==> src/rtl/stopwatch_control.sv <==
// Stopwatch front-panel controller: two debounced pushbuttons drive a four-state run/pause/lap FSM
// that gates the datapath count, pulses its clear and selects a frozen lap value for display.
module stopwatch_control #(
  parameter int unsigned DEBOUNCE_CYCLES = 500000,
  parameter int unsigned EPOCH_W         = 28
) (
  input  logic               clock,
  input  logic               reset,
  input  logic               key_start,
  input  logic               key_lap,
  input  logic [EPOCH_W-1:0] epoch,
  output logic               run,
  output logic               clear,
  output logic [EPOCH_W-1:0] display,
  output logic               lap_active,
  output logic [1:0]         state
);

  localparam int unsigned CntW = $clog2(DEBOUNCE_CYCLES + 1);
  localparam logic [CntW-1:0] CntMax = CntW'(DEBOUNCE_CYCLES - 1);

  typedef enum logic [1:0] {
    StIdle    = 2'b00,
    StRunning = 2'b01,
    StPaused  = 2'b10,
    StLap     = 2'b11
  } state_e;

  // Bit 0 carries the start key, bit 1 the lap key.
  logic [1:0]      keys_raw;
  logic [1:0]      sync1_q, sync2_q;
  logic [1:0]      deb_q, deb_dly_q;
  logic [CntW-1:0] cnt_q [2];
  logic [1:0]      press;

  assign keys_raw = {key_lap, key_start};

  always_ff @(posedge clock or posedge reset) begin
    if (reset) begin
      sync1_q   <= 2'b11;
      sync2_q   <= 2'b11;
      deb_q     <= 2'b11;
      deb_dly_q <= 2'b11;
      cnt_q[0]  <= '0;
      cnt_q[1]  <= '0;
    end else begin
      sync1_q   <= keys_raw;
      sync2_q   <= sync1_q;
      deb_dly_q <= deb_q;
      for (int k = 0; k < 2; k++) begin
        if (sync2_q[k] == deb_q[k]) begin
          cnt_q[k] <= '0;
        end else if (cnt_q[k] == CntMax) begin
          deb_q[k] <= sync2_q[k];
          cnt_q[k] <= '0;
        end else begin
          cnt_q[k] <= cnt_q[k] + CntW'(1);
        end
      end
    end
  end

  // High for the single cycle after a debounced 1->0 edge; releases and holds give nothing.
  assign press = deb_dly_q & ~deb_q;

  state_e             state_q;
  logic [EPOCH_W-1:0] lap_q;
  logic               clear_q;

  always_ff @(posedge clock or posedge reset) begin
    if (reset) begin
      state_q <= StIdle;
      lap_q   <= '0;
      clear_q <= 1'b1;
    end else begin
      clear_q <= 1'b0;
      // Start wins over a simultaneous lap event; the lap event is dropped.
      if (press[0]) begin
        unique case (state_q)
          StIdle:    state_q <= StRunning;
          StRunning: state_q <= StPaused;
          StPaused:  state_q <= StRunning;
          StLap:     state_q <= StPaused;
        endcase
      end else if (press[1]) begin
        unique case (state_q)
          StIdle: ;
          StRunning: begin
            state_q <= StLap;
            lap_q   <= epoch;
          end
          StLap:     state_q <= StRunning;
          StPaused: begin
            state_q <= StIdle;
            clear_q <= 1'b1;
          end
        endcase
      end
    end
  end

  assign state      = state_q;
  assign clear      = clear_q;
  assign run        = (state_q == StRunning) || (state_q == StLap);
  assign lap_active = (state_q == StLap);
  assign display    = (state_q == StLap) ? lap_q : epoch;

endmodule

==> config.mk <==
export PLATFORM = sky130hd
export DESIGN_NAME = stopwatch_control
export DESIGN_NICKNAME = d
export VERILOG_FILES = /design/src/rtl/stopwatch_control.sv
export SDC_FILE = /design/constraint.sdc
export NUM_CORES = 1
export LEC_CHECK = 0
export BUFFER_PORTS_ARGS = -buffer_cell sky130_fd_sc_hd__clkbuf_2
export CORE_MARGIN = 2
export CORE_UTILIZATION = 50
export CTS_CLUSTER_SIZE = 16
export DETAILED_ROUTE_END_ITERATION = 16
export HOLD_SLACK_MARGIN = 0.15
export PLACE_DENSITY = 0.78
export SYNTH_ARGS = -nofsm -noshare
export SYNTH_HDL_FRONTEND = slang
export SYNTH_SLANG_ARGS = --single-unit
export TNS_END_PERCENT = 100
==> constraint.sdc <==
create_clock -name clock -period 4.1 [get_ports clock]
set_input_delay 0 -clock clock [delete_from_list [all_inputs] [get_ports clock]]
set_output_delay 0 -clock clock [all_outputs]
set_load 0.03 [all_outputs]
==> metrics.cfg <==
[layout]
fin_util=0.646
design_area_um2=4660
syn_to_final_growth_pct=25.2
diodes=0
stdcell_count=515
num-nets-final=448
drive_gt1_frac=0.377

[worst_hold_path]
hold_path_depth=2
min_path_type=input pin to flip-flop
min_to=sync1_q[0]
hp-start=key_start

[place]
detailedPlacementHpwl_um=4610
dp.cells=468
placement.cell_area_um2=4130
portBuffers=64
place_congestion=0.839

[clock_tree]
cts_buffer_depth=2
numCtsBuffers=9
cts_setup_buffers=0
clkTransAtPathRegs_ps=80
ctsRootBufferMaster=clkbuf_8
cts_tree=yes
clk_latency_ps=350
cts_sinks=77
htreeDepth=3

[pwr]
p_seq_frac=0.506
switching_share=0.241
p_leak_uw=0.00203
p_clk_frac=0.401
switching_power_uw=380
pwr-share-comb=0.094
p_per_area_nw_per_um2=338
p_int_uw=1190
peakVddDrop_mv=0.171

[timing]
slew_viol_final=0
relSlewSlack=0.243
fin_skew_ps=9.44
rsz0062_at_grt=no
finalSetupTns_ps=0
fin_crit_sh=0.546
setup_viol=0
fmax_mhz=447
finalHoldViolations=0
final.min_clock_period_ps=2240
whs_ps=284
tightest_slew_ps=1130

[floorplan]
die-area_um2=8150
die_h_um=90.3
die_w_um=90.3
io_pins=65
core_um2=7210
rows=31
start_util=0.516

[synthesis]
synth_top_family_by_area=multiplexers
ys_seq_area_frac=0.521
yosysWarningCount=0
synthMuxAreaShare=0.178
syn_avg_cell_area_um2=11.9
ys_types=38
synth_xor_area_frac=0.0706
synth_compound_area_frac=0.0363
synth_nets=350
netlist_area_um2=3720
yosys.area_share.simple=0.154
synth_cells=313
ys_ff_latch=77
synthAdderAreaFrac=0.0168

[worst_setup_path]
critPathRequiredTime_ps=4330
r2r_slack_ps=1860
critical_path_class=flip-flop to flip-flop
slowest_stage=nand2_1
cp-start-kind=flip-flop
cp_slowest_stage_delay_ps=830
arrival_ps=2470
r2r_end=lap_q[7]
cp_max_fo=28
crit_chain=nor2b_1 > nor2_1 > nand2_1 > mux2_2
end_kind=flip-flop
worstReg2RegStart=deb_dly_q[0]
worstRegToRegCells=4

[global_route]
grt_pass1_vias=2802
grt_max_degree=42
overflow=0
grt_pass1_wl_um=13500
grt.total_usage=0.201
antenna_found_initial=0

[route]
drtIter0Drc=78
routed_wirelength_um=7620
ant_nets=0
vias=2751
firstDrtPassIters=4
route.detailed.drc=0
viasPerCell=5.34
post_drt_wl_per_cell_um=14.8

[status]
outcome=completed

[run]
maxCapViolations=0

## repair_timing
| action | 4_1_cts | 5_1_grt |
|---|---|---|
| endpoints found under the hold margin | 68 | 0 |
| hold buffers | 31 | 0 |
| gates resized for setup | 0 | 0 |
| setup endpoints to repair | 0 | 0 |
## metal layers
metal	GRT usage	share of wire	wire length, um
met1	0.262	0.46	3530
met2	0.324	0.48	3620
met3	0.0551	0.046	349
met4	0.0756	0.016	121
met5	0	0	0
## cells in the mapped netlist
master	number	area share
and3_1	1	0.0017
o31ai_1	3	0.0060
buf_6	1	0.0030
nor4_1	4	0.0067
nand4_1	10	0.017
or3_1	4	0.0067
dfrtp_1	68	0.46
nand4bb_1	2	0.0060
or4_4	3	0.0091
nand3_1	10	0.013
nor3_1	4	0.0054
o31ai_4	1	0.0057
nand4_4	1	0.0057
nor4bb_1	1	0.0027
nor2_1	34	0.034
mux2_2	58	0.18
o21a_1	1	0.0020
mux2i_1	1	0.0027
nand2_1	15	0.015
buf_2	4	0.0054
or4_1	4	0.0081
and4_1	4	0.0094
buf_1	1	0.0010
or2_2	1	0.0017
o21ai_0	5	0.0067
xor2_1	17	0.040
nor2b_1	1	0.0017
dfstp_2	9	0.064
clkbuf_1	3	0.0030
o21bai_4	1	0.0050
a21oi_1	8	0.011
ha_1	5	0.017
and2_1	3	0.0050
nand2b_1	1	0.0017
inv_1	9	0.0091
buf_4	1	0.0020
xnor2_1	13	0.031
or4b_1	1	0.0027
## cell type report
type                    instances  area (um2)
fillers                       534        2550
multi-input cells             217        1700
clock buffers                   9         124
inverters                       9        33.8
well taps                      99         124
clock inverters                 7        98.8
repair buffers                 97         646
flip-flops and latches         77        1940
## power groups by stage
stage	clock network, uW	registers (uW)	logic (uW)
floorplan	0	805	83.5
finish	631	795	147
detailed placement	0	809	122
global route	683	798	160
global placement	0	807	119
CTS	647	794	147
## metrics by stage
stage               setup slack (ps)  total power [uW]
floorplan                       1910               888
global placement                1860               927
detailed placement              1830               932
CTS                             1840              1590
global route                    1670              1640
finish                          1860              1570
## flip-flops by register name, indices dropped and copies added (netlist names)
register and count:
clear 1, cnt_q 38, deb_dly_q 2, deb_q 2, lap_q 28, state 2
sync1_q 2, sync2_q 2
## kinds of logic after synthesis
kind of cell               count (synthesis)
and+or+nand+nor                          104
DFF                                       77
muxes                                     59
xor gates and xnor gates                  30
AOI/OAI and AO/OA                         19
buffers and inverters                     19
adders and majority gates                  5
## how the worst max path moves through the flow
stage	start	end	slack, ps
2_1_floorplan	state[1]	display[17]	1910
3_5_place_dp	deb_dly_q[0]	lap_q[2]	1830
5_1_grt	deb_dly_q[0]	lap_q[7]	1670
3_3_place_gp	deb_dly_q[0]	lap_q[11]	1860
6_report	deb_dly_q[0]	lap_q[7]	1860
4_1_cts	deb_dly_q[0]	lap_q[8]	1840
## cell usage in the layout (no fill, tap or decap), types with 2 or more instances in the layout
master	instances
or3_1	4
o31ai_1	3
xnor2_1	13
a21oi_1	8
nor3_1	4
buf_4	2
xor2_1	17
inv_1	8
clkbuf_8	9
nand3_1	10
nand4_1	10
or4_4	3
nor2_1	34
nand4bb_1	2
dlygate4sd3_1	31
nor4_1	4
clkinv_4	2
dfrtp_1	68
or4_1	4
mux2_2	58
ha_1	5
bufinv_16	2
nand2_1	15
dfstp_2	9
and4_1	4
clkbuf_2	64
and2_1	3
o21ai_0	5
## worst max-delay path, delay by kind of cell, from the launching register on
kind,cells,cell delay (ps)
flip-flops,1,510
multiplexers,1,430
AND/OR/NAND/NOR,3,1180
Note: power is estimated with default switching activity, not from simulation.
